## src/rtl/imm_decode_ctrl.sv

```systemverilog
// Single-entry decode stage: classifies RV32 opcodes and extends immediates.
// Define IMM_DECODE_SKID_EN to add a one-entry skid buffer with a registered in_ready.
module imm_decode_ctrl #(
  parameter int ILL_CNT_W = 8
) (
  input  logic                 CLK,
  input  logic                 RESET,
  input  logic                 in_valid,
  output logic                 in_ready,
  input  logic [31:0]          in_instr,
  input  logic [31:0]          in_pc,
  input  logic                 flush,
  output logic                 out_valid,
  input  logic                 out_ready,
  output logic [31:0]          out_instr,
  output logic [31:0]          out_pc,
  output logic [31:0]          out_imm,
  output logic [2:0]           out_fmt,
  output logic                 out_illegal,
  output logic [ILL_CNT_W-1:0] ill_count,
  output logic [1:0]           state
);

  // Handshake: a transfer happens on a rising edge only when valid and ready
  // are both 1; the producer holds its payload stable while valid=1 and ready=0.

  localparam logic [1:0] ST_EMPTY = 2'd0;
  localparam logic [1:0] ST_FULL  = 2'd1;
`ifdef IMM_DECODE_SKID_EN
  localparam logic [1:0] ST_SKID  = 2'd2;
`endif

  localparam logic [2:0] FMT_R   = 3'd0;
  localparam logic [2:0] FMT_I   = 3'd1;
  localparam logic [2:0] FMT_S   = 3'd2;
  localparam logic [2:0] FMT_B   = 3'd3;
  localparam logic [2:0] FMT_U   = 3'd4;
  localparam logic [2:0] FMT_J   = 3'd5;
  localparam logic [2:0] FMT_ILL = 3'd7;

  // Returns {fmt, imm}; anything outside the listed opcodes is illegal.
  function automatic logic [34:0] decode(input logic [31:0] instr);
    logic [2:0]  fmt;
    logic [31:0] imm;
    fmt = FMT_ILL;
    imm = 32'h0;
    case (instr[6:0])
      7'b0110011: begin
        fmt = FMT_R;
        imm = 32'h0;
      end
      7'b0010011, 7'b0000011, 7'b1100111, 7'b1110011, 7'b0001111: begin
        fmt = FMT_I;
        imm = {{20{instr[31]}}, instr[31:20]};
      end
      7'b0100011: begin
        fmt = FMT_S;
        imm = {{20{instr[31]}}, instr[31:25], instr[11:7]};
      end
      7'b1100011: begin
        fmt = FMT_B;
        imm = {{19{instr[31]}}, instr[31], instr[7], instr[30:25], instr[11:8], 1'b0};
      end
      7'b0110111, 7'b0010111: begin
        fmt = FMT_U;
        imm = {instr[31:12], 12'b0};
      end
      7'b1101111: begin
        fmt = FMT_J;
        imm = {{11{instr[31]}}, instr[31], instr[19:12], instr[20], instr[30:21], 1'b0};
      end
      default: begin
        fmt = FMT_ILL;
        imm = 32'h0;
      end
    endcase
    return {fmt, imm};
  endfunction

  logic [1:0]  cur_state;
  logic [1:0]  next_state;
  logic        in_xfer;
  logic        out_xfer;
  logic        load_out;
  logic        take_skid;
  logic        load_skid;
  logic [31:0] src_instr;
  logic [31:0] src_pc;
  logic [2:0]  src_fmt;
  logic [31:0] src_imm;

  assign state     = cur_state;
  assign out_valid = (cur_state != ST_EMPTY);
  assign in_xfer   = in_valid && in_ready;
  assign out_xfer  = out_valid && out_ready;

`ifdef IMM_DECODE_SKID_EN
  logic        ready_r;
  logic [31:0] skid_instr;
  logic [31:0] skid_pc;

  // Reset gating keeps in_ready low while RESET is held, high right after.
  assign in_ready  = !RESET && ready_r;
  assign src_instr = take_skid ? skid_instr : in_instr;
  assign src_pc    = take_skid ? skid_pc    : in_pc;

  always_ff @(posedge CLK or posedge RESET) begin
    if (RESET) begin
      ready_r    <= 1'b1;
      skid_instr <= 32'h0;
      skid_pc    <= 32'h0;
    end else begin
      ready_r <= (next_state != ST_SKID);
      if (load_skid) begin
        skid_instr <= in_instr;
        skid_pc    <= in_pc;
      end
    end
  end
`else
  assign in_ready  = !RESET && (!out_valid || out_ready);
  assign src_instr = in_instr;
  assign src_pc    = in_pc;
`endif

  assign {src_fmt, src_imm} = decode(src_instr);

  always_comb begin
    next_state = cur_state;
    load_out   = 1'b0;
    take_skid  = 1'b0;
    load_skid  = 1'b0;
    if (flush) begin
      // Flush wins: held entries and any same-cycle input are dropped.
      next_state = ST_EMPTY;
    end else begin
      case (cur_state)
        ST_EMPTY: begin
          if (in_xfer) begin
            next_state = ST_FULL;
            load_out   = 1'b1;
          end
        end
        ST_FULL: begin
          if (in_xfer && out_xfer) begin
            next_state = ST_FULL;
            load_out   = 1'b1;
          end else if (out_xfer) begin
            next_state = ST_EMPTY;
`ifdef IMM_DECODE_SKID_EN
          end else if (in_xfer) begin
            next_state = ST_SKID;
            load_skid  = 1'b1;
`endif
          end
        end
`ifdef IMM_DECODE_SKID_EN
        ST_SKID: begin
          // in_ready is low here, so only the buffered entry can move up.
          if (out_xfer) begin
            next_state = ST_FULL;
            load_out   = 1'b1;
            take_skid  = 1'b1;
          end
        end
`endif
        default: next_state = ST_EMPTY;
      endcase
    end
  end

  always_ff @(posedge CLK or posedge RESET) begin
    if (RESET) begin
      cur_state <= ST_EMPTY;
    end else begin
      cur_state <= next_state;
    end
  end

  always_ff @(posedge CLK or posedge RESET) begin
    if (RESET) begin
      out_instr   <= 32'h0;
      out_pc      <= 32'h0;
      out_imm     <= 32'h0;
      out_fmt     <= 3'd0;
      out_illegal <= 1'b0;
    end else if (load_out) begin
      out_instr   <= src_instr;
      out_pc      <= src_pc;
      out_imm     <= src_imm;
      out_fmt     <= src_fmt;
      out_illegal <= (src_fmt == FMT_ILL);
    end
  end

  // An entry leaving in a flush cycle is discarded, so it is not counted.
  always_ff @(posedge CLK or posedge RESET) begin
    if (RESET) begin
      ill_count <= '0;
    end else if (!flush && out_xfer && out_illegal && (ill_count != '1)) begin
      ill_count <= ill_count + ILL_CNT_W'(1);
    end
  end

endmodule

```

## config.mk

```make
export PLATFORM = sky130hd
export DESIGN_NAME = imm_decode_ctrl
export DESIGN_NICKNAME = d
export VERILOG_FILES = /design/src/rtl/imm_decode_ctrl.sv
export SDC_FILE = /design/constraint.sdc
export NUM_CORES = 1
export LEC_CHECK = 0
export ABC_AREA = 1
export BUFFER_PORTS_ARGS = -buffer_cell sky130_fd_sc_hd__buf_2
export CORE_AREA = 8 8 109 111
export DETAILED_ROUTE_END_ITERATION = 8
export DIE_AREA = 0 0 117 119
export GPL_TIMING_DRIVEN = 0
export HOLD_SLACK_MARGIN = 0.1
export PLACE_DENSITY = 0.83
export SYNTH_ARGS = -nofsm -noshare
export SYNTH_HDL_FRONTEND = slang
export SYNTH_SLANG_ARGS = --single-unit
```

## constraint.sdc

```tcl
create_clock -name CLK -period 3.9 [get_ports CLK]
set_input_delay 0.195 -clock CLK [delete_from_list [all_inputs] [get_ports CLK]]
set_output_delay 0.195 -clock CLK [all_outputs]
set_load 0.02 [all_outputs]
```

Yosys cells after proc, flatten, opt, wreduce, memory -nomap -nowiden
Cells that the tools add are included.
{"block": "totals", "register_bits": 110, "latchBits": 0, "mem_bits_rw": 0, "mem_bits_ro": 0, "input_bits": 69, "output_inout_bits": 112, "wordCells": 51, "memories": 0}
{"block": "classes", "n_addsub": 1, "n_mul": 0, "div": 0, "magnitude_cmp": 0, "n_eq_ne": 16, "shifts": 0, "mux": 11, "bitwise_logic": 0, "n_reduce_logical": 16}
{"operator": "$pmux W32 S5", "n": 1}
{"operator": "$eq A7 B7 Y1 const B", "n": 4}
{"operator": "$eq A7 B6 Y1 const B", "n": 3}
{"operator": "$pmux W3 S6", "n": 1}
{"operator": "$eq A7 B5 Y1 const B", "n": 2}
{"operator": "$add A8 B1 Y8 const B", "n": 1}
{"operator": "$mux W2", "n": 4}
{"operator": "$ne A8 B8 Y1 const B", "n": 1}
{"operator": "$eq A7 B2 Y1 const B", "n": 1}
{"operator": "$eq A7 B4 Y1 const B", "n": 1}
{"operator": "$logic_and A1 B1 Y1", "n": 7}
{"operator": "$reduce_or A5 Y1", "n": 1}
{"operator": "$ne A4 B4 Y1 const B", "n": 1}
{"operator": "$pmux W2 S2", "n": 1}
{"operator": "$eq A3 B3 Y1 const B", "n": 1}
{"operator": "$logic_not A1 Y1", "n": 3}
{"operator": "$mux W1", "n": 3}
{"operator": "$ne A3 B3 Y1 const B", "n": 1}
{"operator": "$eq A2 B1 Y1 const B", "n": 1}
{"operator": "$logic_not A2 Y1", "n": 1}
{"operator": "$pmux W1 S2", "n": 1}
{"operator": "$reduce_and A2 Y1", "n": 1}
{"operator": "$reduce_bool A2 Y1", "n": 1}
{"operator": "$reduce_or A2 Y1", "n": 1}
{"operator": "$logic_or A1 B1 Y1", "n": 1}

Logic depth before layout (Yosys ltp)
{"block": "logic_depth", "ltp_word": 9, "mapped_depth": 10, "depth_no_buf": 10}

Least setup slack after synthesis
OpenSTA, ideal clock, no wires.
{"block": "synth_timing", "path_type": "flip-flop to flip-flop", "from": "reg cur_state[0] (netlist: state[0])", "to": "reg out_imm[11]", "setup_ns": 0.117, "t_arrival_ns": 1.568, "t_required_ns": 3.783, "path_slack_ns": 2.215, "path_stages_with_launch": 9, "path_buffers": 2, "period_less_slack_ns": 1.685, "cell_sequence": "dfrtp_1 -> a21oi_2 -> nand2_2 -> nor2_8 -> inv_2 -> buf_6 -> clkbuf_1 -> nand2_1 -> nand2_1"}
{"block": "synth_between", "elab_chain_len": 9, "elab_cells_between_ends": 13, "cone_classes": "1 x eq/ne; 4 x mux; 8 x reduce/logical"}
{"element": "from (decl)", "line_no": "80", "text": "logic [1:0] cur_state;"}
{"element": "from (signal assigned)", "line_no": "176", "text": "cur_state <= next_state;"}
{"element": "$reduce_bool A2 Y1 (*)", "line_no": "93", "text": "assign out_valid = (cur_state != ST_EMPTY);"}
{"element": "$logic_not A1 Y1 (*)", "line_no": "121", "text": "assign in_ready = !RESET && (!out_valid || out_ready);"}
{"element": "$logic_or A1 B1 Y1 (*)", "line_no": "121"}
{"element": "$logic_and A1 B1 Y1 (*)", "line_no": "121"}
{"element": "via in_ready", "line_no": "9", "text": "output logic in_ready,"}
{"element": "$logic_and A1 B1 Y1 (*)", "line_no": "94", "text": "assign in_xfer = in_valid && in_ready;"}
{"element": "$logic_and A1 B1 Y1", "line_no": "145", "text": "if (in_xfer && out_xfer) begin"}
{"element": "$mux W1", "line_no": "145"}
{"element": "$pmux W1 S2 (*)", "line_no": "137", "text": "case (cur_state)"}
{"element": "$mux W1 (*)", "line_no": "133", "text": "if (flush) begin"}
{"element": "to (signal assigned)", "line_no": "190", "text": "out_imm <= src_imm;"}
{"element": "to (decl)", "line_no": "17", "text": "output logic [31:0] out_imm,"}
The timed path passes the listed nets; every way through them passes the cells marked *.
A chain may end at the register's enable or synchronous reset.

Worst setup path after layout
{"block": "layout_timing", "from": "in in_instr[0]", "to": "reg out_imm[9]"}
{"block": "layout_between", "elab_chain_len": 3, "elab_cells_between_ends": 13, "cone_classes": "10 x eq/ne; 1 x mux; 2 x reduce/logical"}
{"element": "from (decl)", "line_no": "10", "text": "input logic [31:0] in_instr,"}
{"element": "$eq A7 B5 Y1 (tied with other cells)", "line_no": "47", "text": "case (instr[6:0])"}
{"element": "$reduce_or A5 Y1 or $reduce_or A2 Y1 (tied branches)", "line_no": "47"}
{"element": "$pmux W32 S5 (*)", "line_no": "47"}
Every way passes the cells marked *; elsewhere a longest branch is shown, timed or not.

==> run_results.csv <==
group,metric,value,unit
outcome,outcome,"completed",
power_and_ir_drop,power_leakage,3.95,nW
floorplan,dieArea,13900,µm²
sta,setup_viol_count_final,0,
job,maxCapViolations,0,
clock_tree,path_clk_slew,0.10,ns
floorplan,coreArea,10100,µm²
sta,worst_pin_slew,0.813,ns
setup_path,cp-end-kind,"flop",
yosys,synth_area_leader_cell,"dfrtp_1",
layout,layout_common_cells,"nand2_1, buf_2, dfrtp_1, dlygate4sd3_1, nand3_1",
floorplan,initial_core_util,48.1,%
sta,rsz0062_at_grt,"false",
power_and_ir_drop,total_power,2.73,mW
global_routing,first_global_vias,4818,
setup_path,path_class,"input port to flop",
layout,multiInputGateArea,1880,µm²
global_routing,antenna_found_initial,2,
route,viasPerCell,4.85,
sta,setup_slack,2.16,ns
sta,period_share,44.6,%
placed_design,port_buffers,179,
route,wirelength,15300,µm
clock_tree,htree_levels,3,
setup_path,crit_required,4.15,ns
clock_tree,cts_buffer_depth,2,
floorplan,rows,37,
sta,finalHoldViolCount,0,
layout,ff_latch_area,2730,µm²
hold_path,min_path_type,"input port to flop",
layout,syn_to_final_growth,37.1,%
placed_design,dpl.cell_count,897,
clock_tree,cts_tree,"yes",
layout,fillers,801,
setup_path,r2r_cells,8,
yosys,synth_area_leaders,"dfrtp_1, nand2_1, nand3_1",
yosys,ys_seq_elements,109,
yosys,postSynthAreaPerCell,8.36,µm²
route,vias,4695,
global_routing,grt_max_degree,68,
clock_tree,cts_root_buf,"clkbuf_8",
route,wire_per_inst,15.8,µm
clock_tree,clkLatencyLatePin,0.38,ns
sta,final.setup_skew,0.0120,ns
clock_tree,clock_sinks,109,
yosys,synth_top_area_share,56.2,%
yosys,syn_inst,581,
layout,nets,896,
yosys,syn_area,4860,µm²
setup_path,crit_fanout,8,
sta,whs,0.118,ns
hold_path,hold_path_depth,3,
placed_design,dp_slack,2.17,ns
layout,drive_above_1_share,29.2,%
power_and_ir_drop,vdd_drop_max,0.000223,V
yosys,synthesis.nets,651,
route,drtIter0Drc,321,
layout,final_common_cell,"nand2_1",
clock_tree,postCtsSetupBuffers,0,
route,ant_nets,0,
global_routing,grt_pass1_wl,24000,µm
setup_path,cp.arrival,1.99,ns
floorplan,io_pins,181,
sta,relSlewSlack,45.8,%
setup_path,start_kind,"input port",
sta,finalCriticalPeriod,1.74,ns
floorplan,die_x,117,µm
yosys,yosysSeqAreaShare,56.2,%
global_routing,overflow,0,
clock_tree,cts_buffers,9,
floorplan,die_y,119,µm
placed_design,gp_congestion,0.880,
power_and_ir_drop,p_per_area,410,nW/µm²
sta,max_freq,575,MHz
route,drt_pass1_iterations,5,
global_routing,globalRouteTotalUtil,22.0,%
clock_tree,cts-resized-gates,0,
yosys,ys_types,29,
route,post-route-drc-count,0,
sta,slew_violations,0,
layout,fin_cells,968,
placed_design,dp_hpwl,10600,µm
yosys,yosysWarningCount,0,
## cells by family (layout without fill, tap and decap cells)
logic type	count (synthesis)	count (layout)	share of synthesized area, %
xor+xnor	7	7	1.26
flops	109	109	56.2
buf+inv	50	299	5.08
fa+ha+maj	1	1	0.258
simple gates	378	378	33.5
other cells	1	3	0.0772
compound gates	35	35	3.68
## worst paths after layout
path | slack (ns) | to | from
worst min-delay path | 0.12 | out_instr[2] | in_instr[2]
worst min register to register | 0.47 | out_pc[24] | out_pc[24]
worst max register to register | 2.20 | out_imm[17] | state[0]
max in group asynchronous | 2.65 | out_instr[20] | RESET
min in group asynchronous | 0.54 | out_pc[5] | RESET
worst max-delay path | 2.16 | out_imm[9] | in_instr[0]
## critical path: stages
cell and delay (ns):
dlygate4sd3_1 0.55, buf_2 0.14, nand2_2 0.19, nor2_4 0.11, nand2_2 0.11, nand3_4 0.14
nor2_1 0.39, o21ai_0 0.16
## synth_stat cells
cell type,count
nand2_1,303
dfrtp_1,109
nand3_1,35
o21ai_0,30
inv_1,19
buf_2,16
nor2_1,10
nand2_2,6
xor2_1,6
clkbuf_1,4
nand3b_1,4
nor2_4,4
nor3_1,4
buf_4,3
buf_6,3
inv_2,3
nand2_4,3
nand4_1,3
o21ai_1,3
inv_4,2
nand3b_2,2
nor2_8,2
a21oi_1,1
a21oi_2,1
conb_1,1
ha_1,1
nand3_2,1
nand3_4,1
xnor2_1,1
## cell type report
class	count	share of cell area, %
buffer	26	2.27
tap	136	2.56
clock inverter	4	0.376
clock buffer	11	2.12
sequential	109	41.0
inverter	24	1.47
timing repair buffer	234	21.9
antenna	2	0.0752
multi-input combinational	422	28.3
## through the flow
step                utilization, %  TNS [ns]  area [µm²]
global route                  66.0         0        6660
finish                        66.0         0        6660
floorplan                        -         0        4860
CTS                           65.9         0        6650
global placement              58.7    -48.03        5920
detailed placement            58.9         0        5940
## flip-flops by register name, indices dropped and copies added, names as in the netlist
name and count:
out_instr 32, out_imm 32, out_pc 32, out_illegal 1, ill_count 8, state 1
out_fmt 3
## what timing repair did
| action | in CTS | in global routing |
|---|---|---|
| hold buffers | 54 | 0 |
| endpoints found under the hold margin | 120 | 0 |
| endpoints found under the setup margin | 0 | 0 |
## where the power goes
group          internal, mW  total, mW  leakage, nW  switching, mW
Combinational         0.255      0.726         2.47          0.471
Clock                 0.245      0.626       0.0812          0.381
Sequential             1.28       1.38         1.40         0.0947
Total                  1.78       2.73         3.95          0.946
## metal layers
metal / routed length, µm / track usage, % / vias to the layer above
met2: 7550 / 37.4 / 170
met3: 1070 / 4.90 / 26
met5: 0 / 0 / -
met4: 390 / 9.69 / 0
met1: 6310 / 26.0 / 2201
li1: - / - / 2298
Note: power is estimated with default switching activity, not from simulation.
